==> config.mk <==
export PLATFORM = sky130hd
export DESIGN_NAME = ahb_arb_m2
export DESIGN_NICKNAME = d
export VERILOG_FILES = /design/src/rtl/ahb_defs.sv /design/src/rtl/ahb_burst_cnt.sv /design/src/rtl/ahb_arb_m2.sv
export SDC_FILE = /design/constraint.sdc
export NUM_CORES = 1
export LEC_CHECK = 0
export ABC_CLOCK_PERIOD_IN_PS = 4550
export CAP_MARGIN = 20
export CORE_AREA = 2 2 39 41
export CTS_BUF_LIST = sky130_fd_sc_hd__clkbuf_4
export CTS_CLUSTER_DIAMETER = 120
export DETAILED_ROUTE_END_ITERATION = 6
export DIE_AREA = 0 0 41 43
export HOLD_SLACK_MARGIN = 0.06
export PLACE_DENSITY = 0.71
export SLEW_MARGIN = 20
export SYNTH_ARGS = -nofsm -noshare
export SYNTH_HDL_FRONTEND = slang
export SYNTH_SLANG_ARGS = --single-unit
==> constraint.sdc <==
create_clock -name HCLK -period 4.55 [get_ports HCLK]
set_clock_uncertainty 0.15 [all_clocks]
set_input_delay 0.91 -clock HCLK [delete_from_list [all_inputs] [get_ports HCLK]]
set_output_delay 0.91 -clock HCLK [all_outputs]
set_load 0.05 [all_outputs]
==> src/rtl/ahb_defs.sv <==
// Shared AHB encodings and arbiter constants for the two-master arbiter.
package ahb_defs;

  localparam int unsigned HTRANS_W = 2;
  localparam int unsigned HBURST_W = 3;
  localparam int unsigned CNT_W    = 4;

  // Arbitration policy selectors for PRIO_MODE.
  localparam int unsigned PRIO_FIXED = 0;
  localparam int unsigned PRIO_RR    = 1;

  typedef enum logic [HTRANS_W-1:0] {
    HT_IDLE   = 2'b00,
    HT_BUSY   = 2'b01,
    HT_NONSEQ = 2'b10,
    HT_SEQ    = 2'b11
  } htrans_e;

  typedef enum logic [HBURST_W-1:0] {
    HB_SINGLE = 3'b000,
    HB_INCR   = 3'b001,
    HB_WRAP4  = 3'b010,
    HB_INCR4  = 3'b011,
    HB_WRAP8  = 3'b100,
    HB_INCR8  = 3'b101,
    HB_WRAP16 = 3'b110,
    HB_INCR16 = 3'b111
  } hburst_e;

endpackage

==> src/rtl/ahb_burst_cnt.sv <==
// Remaining-beat counter for the current burst plus the HBURST decode.
// o_hold_c flags that the burst still has beats left and the owner is
// continuing it (SEQ/BUSY); IDLE or NONSEQ ends the burst early.
module ahb_burst_cnt
  import ahb_defs::*;
(
  input  logic                i_clk,
  input  logic                i_rst_n,
  input  logic                i_hready,
  input  logic [HTRANS_W-1:0] i_htrans,
  input  logic [HBURST_W-1:0] i_hburst,
  output logic                o_hold_c
);

  logic [CNT_W-1:0] r_cnt;
  logic [CNT_W-1:0] w_load;

  // Beats-minus-one for a new burst; undefined-length bursts count as single.
  always_comb begin
    w_load = '0;
    case (hburst_e'(i_hburst))
      HB_WRAP4,  HB_INCR4:  w_load = CNT_W'(3);
      HB_WRAP8,  HB_INCR8:  w_load = CNT_W'(7);
      HB_WRAP16, HB_INCR16: w_load = CNT_W'(15);
      default:              w_load = '0;
    endcase
  end

  // Counter update on completed address phases only.
  always_ff @(posedge i_clk) begin
    if (!i_rst_n) begin
      r_cnt <= '0;
    end else if (i_hready) begin
      case (htrans_e'(i_htrans))
        HT_NONSEQ: r_cnt <= w_load;
        HT_SEQ:    if (r_cnt != '0) r_cnt <= r_cnt - CNT_W'(1);
        HT_IDLE:   r_cnt <= '0;
        default:   r_cnt <= r_cnt;
      endcase
    end
  end

  // Burst in progress and not being terminated on this cycle.
  assign o_hold_c = (r_cnt != '0) &&
                    ((i_htrans == HT_SEQ) || (i_htrans == HT_BUSY));

endmodule

==> src/rtl/ahb_arb_m2.sv <==
// Two-master AHB arbiter: fixed-priority or round-robin grant, burst and
// lock hold, and the grant -> address -> data owner pipeline.
module ahb_arb_m2
  import ahb_defs::*;
#(
  parameter int unsigned PRIO_MODE  = PRIO_FIXED,
  parameter int unsigned DEF_MASTER = 0
) (
  input  logic                HCLK,
  input  logic                HRESETn,
  input  logic                M0_HBUSREQ,
  input  logic                M1_HBUSREQ,
  input  logic                M0_HLOCK,
  input  logic                M1_HLOCK,
  input  logic [HTRANS_W-1:0] HTRANS,
  input  logic [HBURST_W-1:0] HBURST,
  input  logic                HREADY,
  output logic                M0_HGRANT,
  output logic                M1_HGRANT,
  output logic                HMASTER,
  output logic                HMASTER_D,
  output logic                HMASTLOCK
);

  localparam logic LP_DEF = 1'(DEF_MASTER);

  logic r_grant;
  logic r_rr_ptr;
  logic r_hmaster;
  logic r_hmaster_d;
  logic r_hmastlock;

  logic w_burst_hold;
  logic w_lock_g;
  logic w_hold;
  logic w_next_grant;
  logic w_win_req;

  ahb_burst_cnt u_burst_cnt (
    .i_clk    (HCLK),
    .i_rst_n  (HRESETn),
    .i_hready (HREADY),
    .i_htrans (HTRANS),
    .i_hburst (HBURST),
    .o_hold_c (w_burst_hold)
  );

  assign w_lock_g = r_grant ? M1_HLOCK : M0_HLOCK;
  assign w_hold   = w_burst_hold || w_lock_g;

  // Winner selection; round-robin only matters when both masters request.
  always_comb begin
    w_next_grant = LP_DEF;
    w_win_req    = 1'b0;
    if ((PRIO_MODE == PRIO_RR) && M0_HBUSREQ && M1_HBUSREQ) begin
      w_next_grant = ~r_rr_ptr;
      w_win_req    = 1'b1;
    end else if (M1_HBUSREQ) begin
      w_next_grant = 1'b1;
      w_win_req    = 1'b1;
    end else if (M0_HBUSREQ) begin
      w_next_grant = 1'b0;
      w_win_req    = 1'b1;
    end
  end

  // Grant, owner pipeline and lock state, advanced only when HREADY is high.
  always_ff @(posedge HCLK) begin
    if (!HRESETn) begin
      r_grant     <= LP_DEF;
      r_rr_ptr    <= LP_DEF;
      r_hmaster   <= LP_DEF;
      r_hmaster_d <= LP_DEF;
      r_hmastlock <= 1'b0;
    end else if (HREADY) begin
      r_hmaster   <= r_grant;
      r_hmaster_d <= r_hmaster;
      r_hmastlock <= w_lock_g;
      if (!w_hold) begin
        r_grant <= w_next_grant;
        if (w_win_req) r_rr_ptr <= w_next_grant;
      end
    end
  end

  assign M0_HGRANT = ~r_grant;
  assign M1_HGRANT = r_grant;
  assign HMASTER   = r_hmaster;
  assign HMASTER_D = r_hmaster_d;
  assign HMASTLOCK = r_hmastlock;

endmodule

==> results.md <==
- Hold path depth: 2
- Hpwl dp: 838 um
- Slew HR: 67.2%
- Final Power: 0.193 mW
- Warnings from Yosys: 0
- Avg Inst Size Synth: 9.06 um^2
- GRT Total Usage: roughly 15%
- H-tree Lvls: 1
- RSZ-0062 raised after global routing: false
- Fillers: 141
- Top Family by Delay on Critical Path: buffers and inverters
- DRC: 0
- Layout area overhead: 32.8%
- Router iterations before antenna repair: 6
- Crit Path Category: reg -> out
- Root buf cell: clkbuf_4
- Crit path launch type: flip-flop
- Initial antenna violation count: 0
- Synth Instances: between 50 and 60
- Final setup fails: 0
- Initial Util: 38.6%
- Library cells used by synthesis: 28
- Setup TNS: 0 ns
- Largest stage delay, worst path: 0.83 ns
- Commonest non-fill, non-tap cell in the layout: clkdlybuf4s50_1
- Post-CTS setup repair buffer count: 0
- CP max FO: 5
- Clk_lat worst skew: 0.25 ns
- DR iter-0 viols: 15
- DR WL/cell: 12.3 um
- RD Place Congestion: 0.820
- I/O pins: 17
- Register area share after synthesis: 30.0%
- Routed WL: about 1100 um
- Hold bufs inserted after CTS: 0
- Num CTS Buffers: 3
- Worst Hold Slack: 0.340 ns
- Fin crit share: 56.0%
- CTS tree: yes
- Vias in the first global route: 463
- Commonest cells after routing, fill and taps aside: clkdlybuf4s50_1 (14), dfxtp_1 (8), inv_1 (7)
- Syn nets: 77
- Die area: ~1800 um^2
- Gr ovfl total: 0
- Antenna Nets Post-Route: 0
- Nets: 95
- PwrDens: 273 nW/um^2
- Hold crit path type: reg -> reg
- Worst Path Buf+Inv: 1
- P_leak: about 0.28 nW
- Clock tree sinks: 8
- Via Count: 509
- Pin count of the biggest net entering global routing: 8
- Post-cts resize count: 0
- Final Max Slew Viols: 0
- FF+latch count, synth: 8
- N_diodes: 0
- Crit path capture type: output pin
- Die Wd: ~40 um
- Crit. path cell count: 1
- IO buf count: 14
- Clock transition at the registers of the reported paths: 0.05 ns
- Worst endpoint required time: about 3.5 ns
- Worst R2R Path Depth: 5
- Clk buf depth: 2
- Critical Path Slowest Stage Cell: clkdlybuf4s50_1
- Crit path DAT: roughly 1.5 ns
- First-pass GRT wire length: between 1500 and 2000 um
- Drt via density: 5.59
- Max_cap viols: 0
- Tmin final: about 2.5 ns
- Core area: 1380 um^2
- Yosys top cell by area: dfxtp_1
- Die Y-Extent: 43 um
- Ranking of synthesized cells by area: dfxtp_1 (30%), ha_1 (14%), mux2i_1 (7.5%), inv_1 (4.9%), a21oi_1 (3.7%)
- Maximum clock frequency: 393 MHz
- Worst-path cell chain: clkdlybuf4s50_1
- Worst IR Drop VDD: 0.146 mV
- Status: finished, final reports clean
- Synth Cell Area: roughly 530 um^2
- Slew @ Worst Pin: between 0.4 and 0.5 ns
- Top-area cell type share of the netlist area: ~30%
- Final hold vios: 0
- Core Rows: 14
- Layout cells sized above 1: 9.33%
## routing by layer
metal  up-vias  track usage, %  wire length [um]
li1        252               -                 -
met1       234            19.0               503
met2        23            23.4               517
met3         0            6.28               103
met4         0               0                 0
met5         -               0                 0
## kinds of logic after synthesis
family,count (synthesis),share of synthesized area (%)
and+or+nand+nor,15,16.4
muxes,4,7.49
DFF,8,30.0
buffers and inverters,8,6.32
AOI/OAI and AO/OA,18,25.8
adders and majority gates,6,14.1
## cells in the mapped netlist (all sizes together)
cell     count
a21oi        4
dfxtp        8
a311oi       1
nor3         2
nor4         1
o211ai       1
and4bb       1
o31a         2
a2111oi      2
a211oi       1
inv          7
mux2i        4
nand4bb      1
nor2b        1
o21a         1
nor2         4
a22oi        1
a31oi        1
nand2        3
nor3b        1
o21ai        2
a21o         1
ha           6
nand3        1
buf          1
o31ai        1
## area by class of cell
class / instances / area [um^2] / area share [%]
clock buffers: 3 / 22.5 / 3.17
inverters: 7 / 26.3 / 3.70
multi-input cells: 43 / 340 / 48.0
flip-flops and latches: 8 / 160 / 22.6
well taps: 16 / 20.0 / 2.82
repair buffers: 14 / 140 / 19.8
## per-stage QoR
stage,setup slack (ns),instances,util (%),instance area (um^2)
finish,2.00,91,51.3,709
detailed placement,1.77,88,49.6,687
global placement,1.78,88,49.6,687
floorplan,2.44,59,-,534
global route,1.88,91,51.3,709
CTS,1.98,91,51.3,709
## state kept, by name, summed over array words and instances, names as in the netlist
register           flops
M1_HGRANT              1
HMASTLOCK              1
u_burst_cnt.r_cnt      4
HMASTER_D              1
HMASTER                1
## where the power goes
part	switching (mW)	leakage, nW	internal (mW)
combinational	0.0305	0.200	0.0276
sequential	0.00563	0.0656	0.0752
clock	0.0244	0.0138	0.0302
total	0.0605	0.279	0.133
## final timing paths
kind	endpoint	start	slack (ns)
max	M1_HGRANT	M1_HGRANT$_SDFFE_PN0P_	2.00
min	HMASTER_D$_SDFFE_PN0P_	HMASTER_D$_SDFFE_PN0P_	0.34
max reg2reg	u_burst_cnt.r_cnt[0]$_SDFFE_PN0P_	u_burst_cnt.r_cnt[0]$_SDFFE_PN0P_	2.94
min reg2reg	HMASTER_D$_SDFFE_PN0P_	HMASTER_D$_SDFFE_PN0P_	0.34
Note: power is estimated with default switching activity, not from simulation.
